$ cat src/rtl/serial_subtractor.sv
// Bit-serial WIDTH-bit subtractor (a - b, LSB first) with a start/done handshake.
// Optional signed-overflow output ovf is enabled by defining SERIAL_SUB_OVF_EN.
module serial_subtractor #(
  parameter int unsigned WIDTH = 8
) (
  input  logic             clk,
  input  logic             rst_n,
  input  logic             start,
  input  logic [WIDTH-1:0] a,
  input  logic [WIDTH-1:0] b,
  output logic             busy,
  output logic             done,
  output logic [WIDTH-1:0] diff,
  output logic             b_out
`ifdef SERIAL_SUB_OVF_EN
  ,
  output logic             ovf
`endif
);

  localparam int unsigned CW = (WIDTH > 1) ? $clog2(WIDTH) : 1;
  localparam logic [CW-1:0] LAST = CW'(WIDTH - 1);

  typedef enum logic [1:0] {IDLE, SHIFT, DONE} state_t;

  state_t           state;
  logic [WIDTH-1:0] sa;
  logic [WIDTH-1:0] sb;
  logic [WIDTH-2:0] r;
  logic             borrow;
  logic [CW-1:0]    cnt;
`ifdef SERIAL_SUB_OVF_EN
  logic             a_msb;
  logic             b_msb;
`endif

  logic             d_c;
  logic             borrow_next_c;
  logic [WIDTH-1:0] r_next_c;

  // Full-subtractor cell on the current LSBs
  assign d_c           = sa[0] ^ sb[0] ^ borrow;
  assign borrow_next_c = (~sa[0] & sb[0]) | (~(sa[0] ^ sb[0]) & borrow);
  assign r_next_c      = {d_c, r};

  always_ff @(posedge clk or negedge rst_n) begin
    if (!rst_n) begin
      state  <= IDLE;
      sa     <= '0;
      sb     <= '0;
      r      <= '0;
      borrow <= 1'b0;
      cnt    <= '0;
      busy   <= 1'b0;
      done   <= 1'b0;
      diff   <= '0;
      b_out  <= 1'b0;
`ifdef SERIAL_SUB_OVF_EN
      a_msb  <= 1'b0;
      b_msb  <= 1'b0;
      ovf    <= 1'b0;
`endif
    end else begin
      case (state)
        // DONE accepts a new start exactly like IDLE, giving back-to-back operation
        IDLE, DONE: begin
          done <= 1'b0;
          if (start) begin
            sa     <= a;
            sb     <= b;
            borrow <= 1'b0;
            cnt    <= '0;
            busy   <= 1'b1;
            state  <= SHIFT;
`ifdef SERIAL_SUB_OVF_EN
            a_msb  <= a[WIDTH-1];
            b_msb  <= b[WIDTH-1];
`endif
          end else begin
            state <= IDLE;
          end
        end
        SHIFT: begin
          r      <= r_next_c[WIDTH-1:1];
          sa     <= sa >> 1;
          sb     <= sb >> 1;
          borrow <= borrow_next_c;
          cnt    <= cnt + CW'(1);
          if (cnt == LAST) begin
            diff  <= r_next_c;
            b_out <= borrow_next_c;
            busy  <= 1'b0;
            done  <= 1'b1;
            state <= DONE;
`ifdef SERIAL_SUB_OVF_EN
            ovf   <= (a_msb != b_msb) && (d_c != a_msb);
`endif
          end
        end
        default: state <= IDLE;
      endcase
    end
  end

endmodule

$ cat config.mk
export PLATFORM = sky130hd
export DESIGN_NAME = serial_subtractor
export DESIGN_NICKNAME = d
export VERILOG_FILES = /design/src/rtl/serial_subtractor.sv
export SDC_FILE = /design/constraint.sdc
export NUM_CORES = 1
export LEC_CHECK = 0
export BUFFER_PORTS_ARGS = -buffer_cell sky130_fd_sc_hd__buf_2
export CAP_MARGIN = 20
export CORE_MARGIN = 2
export CORE_UTILIZATION = 49
export CTS_CLUSTER_DIAMETER = 30
export DETAILED_ROUTE_END_ITERATION = 8
export PLACE_DENSITY = 0.78
export SYNTH_ARGS = -nofsm -noshare
export SYNTH_HDL_FRONTEND = slang
export SYNTH_SLANG_ARGS = --single-unit
$ cat constraint.sdc
create_clock -name clk -period 2.4 [get_ports clk]
set_input_delay 0 -clock clk [delete_from_list [all_inputs] [get_ports clk]]
set_output_delay 0 -clock clk [all_outputs]
set_load 0.01 [all_outputs]
After elaboration in Yosys (flattened, before gate mapping)
Index checks and enable logic that the tools add are counted.
{"block": "word_totals", "input_bits": 19, "elab_cells": 46, "regBits": 40, "out_inout_bits": 11}
{"block": "classes", "n_mux": 16, "add_sub_neg": 1, "n_reduce_logical": 7, "bitwise_logic": 7, "n_eq_ne": 5}
{"op": "$pmux 8 s2", "count": 2}
{"op": "$mux 8", "count": 2}
{"op": "$pmux 1 s2", "count": 3}
{"op": "$pmux 3 s2", "count": 1}
{"op": "$reduce_and 2->1", "count": 3}
{"op": "$mux 1", "count": 5}
{"op": "$ne 2x2->1 const B", "count": 2}
{"op": "$pmux 2 s2", "count": 1}
{"op": "$add 3x1->3 const B", "count": 1}
{"op": "$eq 3x3->1 const B", "count": 1}
{"op": "$mux 3", "count": 1}
{"op": "$reduce_and 3->1", "count": 1}
{"op": "$and 1x1->1", "count": 2}
{"op": "$eq 2x1->1 const B", "count": 1}
{"op": "$eq 2x2->1 const B", "count": 1}
{"op": "$logic_not 2->1", "count": 1}
{"op": "$mux 2", "count": 1}
{"op": "$not 1->1", "count": 2}
{"op": "$reduce_bool 2->1", "count": 1}
{"op": "$reduce_or 2->1", "count": 1}
{"op": "$xor 1x1->1", "count": 2}
{"op": "$or 1x1->1", "count": 1}

Depth between registers and ports, before layout
Gate-level depths: netlist of the first run.
{"block": "logic_depth", "ltp_word": 5, "mapped_depth": 6, "mapped_depth_nobuf": 5}

Worst setup path after synthesis of the first run
Ideal clock, no wire load.
{"block": "synth_timing", "path_kind": "register -> register", "from": "reg cnt[0]", "to": "reg diff[0]", "path_stages_with_launch": 6, "n_path_buf": 1, "arrival_time_ns": 1.301, "setup_time_ns": 0.125, "setup_slack_ns": 0.974, "synth_period_minus_slack_ns": 1.426, "t_required_ns": 2.275, "path_cell_list": "dfrtp_1 -> ha_1 -> ha_1 -> nand3b_4 -> buf_6 -> mux2_4"}
{"block": "synth_via", "elab_chain_cells": 2}
{"item": "start, declared", "line": "31", "source": "logic [CW-1:0] cnt;"}
{"item": "start signal, assigned", "line": "88", "source": "cnt <= cnt + CW'(1);"}
{"item": "$eq 3x3->1", "line": "89", "source": "if (cnt == LAST) begin"}
{"item": "$reduce_and 2->1 (no source line)"}
{"item": "end signal, assigned", "line": "90", "source": "diff <= r_next_c;"}
{"item": "end, declared", "line": "13", "source": "output logic [WIDTH-1:0] diff,"}
No other way between the ends.
A chain may end at the register's enable or synchronous reset.

Final worst setup path of the first run
{"block": "layout_timing", "from": "reg state[0]", "to": "reg sb[3]"}
{"block": "layout_via", "elab_chain_cells": 4, "word_cells_on_any_way": 8, "cone_classes": "eq/ne: 3; mux: 1; reduce/logical: 4"}
{"item": "start, declared", "line": "26", "source": "state_t state;"}
{"item": "start signal, assigned", "line": "48", "source": "state <= IDLE;"}
{"item": "start signal, assigned", "line": "74", "source": "state <= SHIFT;"}
{"item": "start signal, assigned", "line": "80", "source": "state <= IDLE;"}
{"item": "$eq 2x2->1 or $logic_not 2->1 (tied branches)", "line": "64", "source": "case (state)"}
{"item": "$reduce_or 2->1", "line": "64"}
{"item": "$ne 2x2->1 (no source line) or $reduce_bool 2->1 (tied branches)"}
{"item": "$reduce_and 2->1 (no source line)"}
{"item": "end signal, assigned", "line": "86", "source": "sb <= sb >> 1;"}
{"item": "end, declared", "line": "28", "source": "logic [WIDTH-1:0] sb;"}
Parallel ways exist; a longest one is shown, timed or not.

==> results of run 1 <==
==> worst reg2reg max path, cell delays in order, from the launching register on <==
cell and delay (ns):
dfrtp_1 0.69, nand2b_1 0.41, o22ai_1 0.30, nor2_1 0.07
==> power by group through the flow <==
stage	sequential (mW)	clock [mW]	combinational (mW)
after floorplan	1.19	0	0.789
after global placement	1.22	0	0.973
after detailed placement	1.24	0	1.03
after CTS	1.23	0.595	1.05
after global routing	1.28	0.626	1.19
final	1.23	0.581	1.04
==> per-stage QoR <==
stage | worst slack, ns | hold slack (ns) | utilization | total power, mW
final | 0.819 | 0.00741 | 0.624 | 2.85
after global routing | 0.649 | 0.0264 | 0.624 | 3.10
after CTS | 0.855 | 0.00194 | 0.624 | 2.88
after detailed placement | 0.888 | 0.167 | 0.555 | 2.28
after global placement | 0.933 | 0.152 | 0.555 | 2.19
after floorplan | 0.974 | -0.296 | - | 1.98
==> layer usage <==
layer | GRT usage | vias up | part of all wire
met5 | 0 | - | 0
met4 | 0.0612 | 0 | 0.014
met3 | 0.0579 | 7 | 0.046
met2 | 0.342 | 34 | 0.50
met1 | 0.223 | 627 | 0.44
li1 | - | 656 | -
==> area by class of cell <==
cell class	count	area [um^2]	area share
Clock buffer	6	82.6	0.0362
Clock inverter	2	38.8	0.0170
Inverter	4	15.0	0.00658
Multi-Input combinational cell	111	788	0.345
Sequential cell	40	1000	0.438
Tap cell	48	60.1	0.0263
Timing Repair Buffer	45	298	0.130
==> repair_timing <==
action                                 CTS  global route
resized for setup                        0             0
hold buffers                            13             0
endpoints found under the hold margin   52             0
==> synthesized netlist by cell type (4+ instances only) <==
library cell | n | area, um^2
mux2i_1 | 13 | 130
nor2b_1 | 12 | 75.1
buf_2 | 6 | 30.0
nand2_1 | 23 | 86.3
o21ai_0 | 6 | 30.0
inv_1 | 4 | 15.0
nor2_1 | 4 | 15.0
mux2_4 | 7 | 105
a21oi_1 | 10 | 50.1
nand3_1 | 4 | 20.0
a211oi_1 | 10 | 75.1
dfrtp_1 | 40 | 1000
==> cells in the final DEF, fill, tap and decap left out, drive strengths merged <==
cell type	count
inv	4
buf	32
and2b	1
a22oi	1
nor3	3
o21a	1
dlygate4sd3	13
nor2	4
mux2i	13
clkbuf	6
nor2b	12
bufinv	1
a22o	3
a211oi	10
o21ai	6
clkinv	1
fa	1
nand3	4
o22ai	3
ha	2
a21oi	10
nand2	23
dfrtp	40
o21bai	1
mux2	10
nand2b	2
nand3b	1
==> sequential cells by signal (all words and copies together), names as in the netlist <==
name,cells
sb,8
r,7
done,1
state,2
sa,8
diff,8
borrow,1
b_out,1
busy,1
cnt,3
==> logic make-up (layout without fill, tap and decap cells) <==
group,count (synthesis),count (layout),share of synthesized area
DFF,40,40,0.533
AOI/OAI and AO/OA,35,35,0.119
and+or+nand+nor,50,50,0.134
buffers and inverters,15,57,0.0479
adders and majority gates,3,3,0.0240
muxes,23,23,0.143
==> worst max path at each step <==
stage / from / to / slack [ns] / cells past startpoint
3_3_place_gp: cnt[0] / diff[1] / 0.93 / 4
6_report: state[0] / sb[3] / 0.82 / 3
2_1_floorplan: cnt[0] / diff[0] / 0.97 / 5
4_1_cts: state[0] / sb[3] / 0.85 / 3
5_1_grt: state[0] / sb[3] / 0.65 / 3
3_5_place_dp: state[0] / sb[3] / 0.89 / 3
==> out/results.txt, run 1 <==
status -> completed
Hold Fails Final Rpt -> 0
Hold EP -> sa[6]
Ports -> 30
CTS Sinks -> 40
Post-synth EDFFs -> 0
Die Area -> 4350 um^2
number of global-route vias before repair -> 1,338
global-route wire length before repair -> 6240 um
layout cells sized above 1 -> 0.245
Final Cell Area -> 2280 um^2
DR WL/cell -> 14.1 um
Non-Filler Instances -> 256
core box area -> 3660 um^2
total negative setup slack -> 0 ns
Hold WC Path Type -> in -> reg
synthesized area -> 1880 um^2
Net Sw Frac -> 0.345
CP delay by family, top -> flip-flops
Int Pwr -> 1.87 mW
row count -> 22
Switching Power -> 0.985 mW
Post-Syn Nets -> 188
Yosys Warn Count -> 0
synthesis-to-finish area growth -> 21.5%
Slowest cell on crit path -> dfrtp_1
Initial Utilization -> 0.513
placed cells -> 235
gpl congestion -> 0.775
Final Slew Violations -> 0
max_slew headroom -> 0.419
Total GRT Usage -> 0.193
nets -> 229
number of remaining DRC errors -> 0
Synth Register Bits -> 40
WS Path Type -> reg -> reg
Setup violations, final -> 0
Die H -> 65.9 um
Post-DP HPWL -> 2330 um
fillers -> 301
initial antenna violation count -> 0
Synth cell types -> 27
via count -> 1,324
biggest cell delay along the critical path -> 0.69 ns
CTS root buffer -> clkbuf_8
worst-margin pin slew -> 0.872 ns
Synth Area per Inst -> 11.3 um^2
initial detailed-routing violation count -> 82
setup slack, reg-to-reg -> 0.82 ns
Clock transition at path regs -> 0.07 ns
sequential share of the synthesized area -> 0.533
min-delay src -> a[6]
CP Cell Sequence -> nand2b_1 -> o22ai_1 -> nor2_1
maximum vdd drop -> 0.638 mV
GR Overflow Total -> 0
CTS tree -> yes
Pre-antenna DRT Iters -> 4
largest net degree at the start of global routing -> 41
Peak Freq -> 633 MHz
r2r worst-path depth -> 3
Post-CTS Repair Setup Buffers -> 0
Post-Synthesis Cells -> 166
max-cap violations -> 0
Leak Pwr -> 1.09 nW
Critical Path Start Type -> flip-flop
Avg Vias per Cell -> 5.17
Synth Flop Type -> dfrtp_1
Worst Hold Depth -> 3
critical path data required time -> 2.58 ns
cell area after placement -> 2030 um^2
r2r startpoint -> state[0]
CTS Buf Count -> 5
ANT cells -> 0
Power Density -> 1250 nW/um^2
Clock Power Share -> 0.204
total wire length -> 3610 um
Seq pwr share -> 0.431
PortBufs -> 29
combinational power share -> 0.365
Worst Path Buf+Inv -> 0
Final Cycle Share -> 0.659
post-route ant nets -> 0
Async SR Flop Fraction -> 1.00
RSZ-0062 raised after global routing -> false
worst skew pair latency -> 0.30 ns
nature of the critical path endpoint -> flip-flop
worst-case clock skew -> 0.00734 ns
Critical Path Fanout Max -> 17
Die Wd -> 65.9 um
crit path time final -> 1.58 ns
Worst R2R End -> sb[3]
crit path DAT -> 1.76 ns
H-Tree Depth -> 2
Clock Tree Buf Depth -> 2
Note: power is estimated with default switching activity, not from simulation.
==> run 2: changes to the inputs <==
--- a/config.mk
+++ b/config.mk
@@ -5,13 +5,14 @@
 export SDC_FILE = /design/constraint.sdc
 export NUM_CORES = 1
 export LEC_CHECK = 0
+export ABC_AREA = 1
 export BUFFER_PORTS_ARGS = -buffer_cell sky130_fd_sc_hd__buf_2
 export CAP_MARGIN = 20
 export CORE_MARGIN = 2
 export CORE_UTILIZATION = 49
 export CTS_CLUSTER_DIAMETER = 30
 export DETAILED_ROUTE_END_ITERATION = 8
-export PLACE_DENSITY = 0.78
+export PLACE_DENSITY = 0.8
 export SYNTH_ARGS = -nofsm -noshare
 export SYNTH_HDL_FRONTEND = slang
 export SYNTH_SLANG_ARGS = --single-unit
==> constraint.sdc (replaced) <==
create_clock -name clk -period 1.4 [get_ports clk]
set_input_delay 0 -clock clk [delete_from_list [all_inputs] [get_ports clk]]
set_output_delay 0 -clock clk [all_outputs]
set_load 0.01 [all_outputs]
==> out/results.txt, run 2 <==
status -> completed
WS Path Type -> reg -> reg
nets -> 279 (+22%)
PortBufs -> 29 (unchanged)
min-delay src -> start
Async SR Flop Fraction -> 1.00 (unchanged)
CP Cell Sequence -> ha_1 -> ha_1 -> nand2_2 -> buf_12 -> clkinv_4 -> nand2_1 -> nand2_1
number of global-route vias before repair -> 1,348 (+0.75%)
Post-Syn Nets -> 244 (+30%)
combinational power share -> 0.437 (+0.072)
row count -> 22 (unchanged)
Critical Path Fanout Max -> 20 (+3)
Critical Path Start Type -> flip-flop
Peak Freq -> 755 MHz (+19%)
r2r worst-path depth -> 7 (+4)
sequential share of the synthesized area -> 0.517 (-0.0155)
Avg Vias per Cell -> 4.72 (-8.8%)
Worst Slack Setup Final -> 0.0749 ns (-0.744 ns)
gpl congestion -> 0.760 (-1.9%)
ANT cells -> 0 (unchanged)
Post-Synthesis Cells -> 222 (+34%)
worst-case clock skew -> 0.00625 ns (-0.00110 ns)
commonest non-fill, non-tap cell in the layout -> nand2_1
CTS tree -> yes
total wire length -> 3510 um (-2.7%)
Net Sw Frac -> 0.403 (+0.0575)
area of the multi-input gates -> 668 um^2 (-15%)
GR peak layer -> met2
Pre-antenna DRT Iters -> 4 (unchanged)
Synth Flop Type -> dfrtp_1
worst-margin pin slew -> 0.356 ns (-0.516 ns)
setup slack, reg-to-reg -> 0.07 ns (-0.74 ns)
CP delay by family, top -> flip-flops
register area -> 1000 um^2 (unchanged)
Hold Fails Final Rpt -> 0 (unchanged)
Switching Power -> 2.10 mW (+110%)
Final Cycle Share -> 0.946 (+0.288)
Synth cell types -> 23 (-15%)
worst skew pair latency -> 0.29 ns (about the same)
Yosys Warn Count -> 0 (unchanged)
Worst Path Buf+Inv -> 2 (+2)
Setup violations, final -> 0 (unchanged)
Seq pwr share -> 0.389 (-0.042)
Synth area leader -> dfrtp_1
CTS root buffer -> clkbuf_8
largest net degree at the start of global routing -> 25 (-39%)
Leak Pwr -> 1.26 nW (+15%)
fillers -> 323 (+7.3%)
r2r startpoint -> cnt[0]
Clock Tree Buf Depth -> 2 (unchanged)
Slowest cell on crit path -> dfrtp_1
worst hold slack -> 0.00159 ns (-0.00582 ns)
Util after Layout -> 0.603 (-0.0204)
Die Area -> 4470 um^2 (+2.8%)
Ports -> 30 (unchanged)
most frequent cells in the layout -> nand2_1 (72), dfrtp_1 (40), inv_1 (38), buf_2 (29), nand3_1 (28)
max-cap violations -> 0 (unchanged)
Clock Power Share -> 0.174 (-0.030)
biggest cell delay along the critical path -> 0.41 ns (-0.28 ns)
Hold WC Path Type -> in -> reg
synthesized area -> 1940 um^2 (+3.0%)
CTS Buf Count -> 5 (unchanged)
Power Density -> 2330 nW/um^2 (+86%)
Clock transition at path regs -> 0.07 ns (about the same)
maximum vdd drop -> 0.967 mV (+52%)
crit path time final -> 1.33 ns (-0.256 ns)
cell area after placement -> 2100 um^2 (+3.6%)
via count -> 1,444 (+9.1%)
crit path DAT -> 1.51 ns (-0.25 ns)
Die H -> 66.9 um (+1.4%)
largest registers -> diff (8), sa (8), sb (8)
global-route wire length before repair -> 6130 um (-1.8%)
Int Pwr -> 3.12 mW (+67%)
Die Wd -> 66.9 um (+1.4%)
count leader, synth -> nand2_1
Synth area leaders -> dfrtp_1 (52%), nand2_1 (14%), inv_1 (7.4%)
M3 GR Usage -> 0.0507 (-0.00725)
Final Slew Violations -> 0 (unchanged)
initial antenna violation count -> 0 (unchanged)
core box area -> 3720 um^2 (+1.5%)
DR WL/cell -> 11.5 um (-19%)
max_slew headroom -> 0.763 (+0.344)
worst slack at placement -> 0.0907 ns (-0.797 ns)
Post-synth EDFFs -> 0 (unchanged)
list of most frequent post-synthesis cells -> nand2_1 (72), dfrtp_1 (40), inv_1 (38)
Hold EP -> busy
post-route ant nets -> 0 (unchanged)
met1 Track Usage GR -> 0.239 (+0.0163)
critical path data required time -> 1.59 ns (-0.99 ns)
Initial Utilization -> 0.521 (+0.00755)
nature of the critical path endpoint -> flip-flop
Synth Register Bits -> 40 (unchanged)
Worst Setup SP -> cnt[0]
synthesis-to-finish area growth -> 15.8%
H-Tree Depth -> 2 (unchanged)
GR Overflow Total -> 0 (unchanged)
RSZ-0062 raised after global routing -> false
post-synth top area share -> 0.517 (-0.0155)
Worst Hold Depth -> 3 (unchanged)
Post-DP HPWL -> 2460 um (+5.6%)
Worst R2R End -> diff[0]
CTS Sinks -> 40 (unchanged)
Synth Area per Inst -> 8.72 um^2 (-23%)
Final Cell Area -> 2240 um^2 (-1.8%)
Total GRT Usage -> 0.189 (-0.00433)
met2 usage -> 0.310 (-0.0322)
layout cells sized above 1 -> 0.233 (-0.0126)
total negative setup slack -> 0 ns (unchanged)
initial detailed-routing violation count -> 108 (+32%)
number of remaining DRC errors -> 0 (unchanged)
-- run 2: cell count changes in the layout (fill, tap and decap cells not counted), sizes merged, moves of 12 or more --
| cell | previous run | this run |
|---|---|---|
| inv | 4 | 41 |
| mux2i | 13 | 0 |
| nand2 | 23 | 76 |
| nand3 | 4 | 28 |
| nor2b | 12 | 0 |
| o21ai | 6 | 19 |
-- run 2: tightest hold or removal path, delay by kind of cell --
family,cells,cell delay [ns]
and+or+nand+nor,2,0.15
buffers and inverters,1,0.11
-- run 2: what timing repair did --
item	4_1_cts	5_1_grt
buffers inserted	0	0
hold buffers	3	0
resized for setup	0	0
hold endpoints to repair	42	0
-- run 2: routing by layer --
layer,share of wire,vias up
met5,0,-
met4,0.020,0
met3,0.039,6
met2,0.49,26
met1,0.46,667
li1,-,745
-- run 2: cell type report --
cell class,count,share of cell area
sequential,40,0.446
timing repair buffer,38,0.104
inverter,42,0.0770
tap,48,0.0268
clock inverter,2,0.0156
multi-input combinational,130,0.298
clock buffer,6,0.0324
-- run 2: kinds of logic (layout without fill, tap and decap cells) --
logic type                 Yosys count  after routing  synth area share
and+or+nand+nor                    107            107             0.253
buffers and inverters               52             88             0.138
DFF                                 40             40             0.517
AOI/OAI and AO/OA                   20             20            0.0692
adders and majority gates            3              3            0.0233
-- run 2: metrics by stage --
stage | total power, mW | std cells
after floorplan | 3.89 | 222
after global placement | 4.25 | 295
after detailed placement | 4.35 | 295
after CTS | 5.29 | 306
after global routing | 5.74 | 306
final | 5.22 | 306
-- run 2: power by group through the flow --
| stage | clock network [mW] | registers (mW) | logic [mW] |
|---|---|---|---|
| finish | 0.909 | 2.03 | 2.28 |
| global route | 0.988 | 2.09 | 2.67 |
| CTS | 0.923 | 2.03 | 2.33 |
| detailed placement | 0 | 2.05 | 2.30 |
| global placement | 0 | 2.03 | 2.22 |
| floorplan | 0 | 2.03 | 1.86 |
-- run 2: how the worst max path moves through the flow --
stage	endpoint	slack [ns]	depth (start not counted)
after floorplan	diff[0]	0.17	7
after global placement	diff[0]	0.13	7
after detailed placement	diff[0]	0.09	7
after CTS	diff[0]	0.08	7
after global routing	diff[0]	0.03	7
final	diff[0]	0.07	7
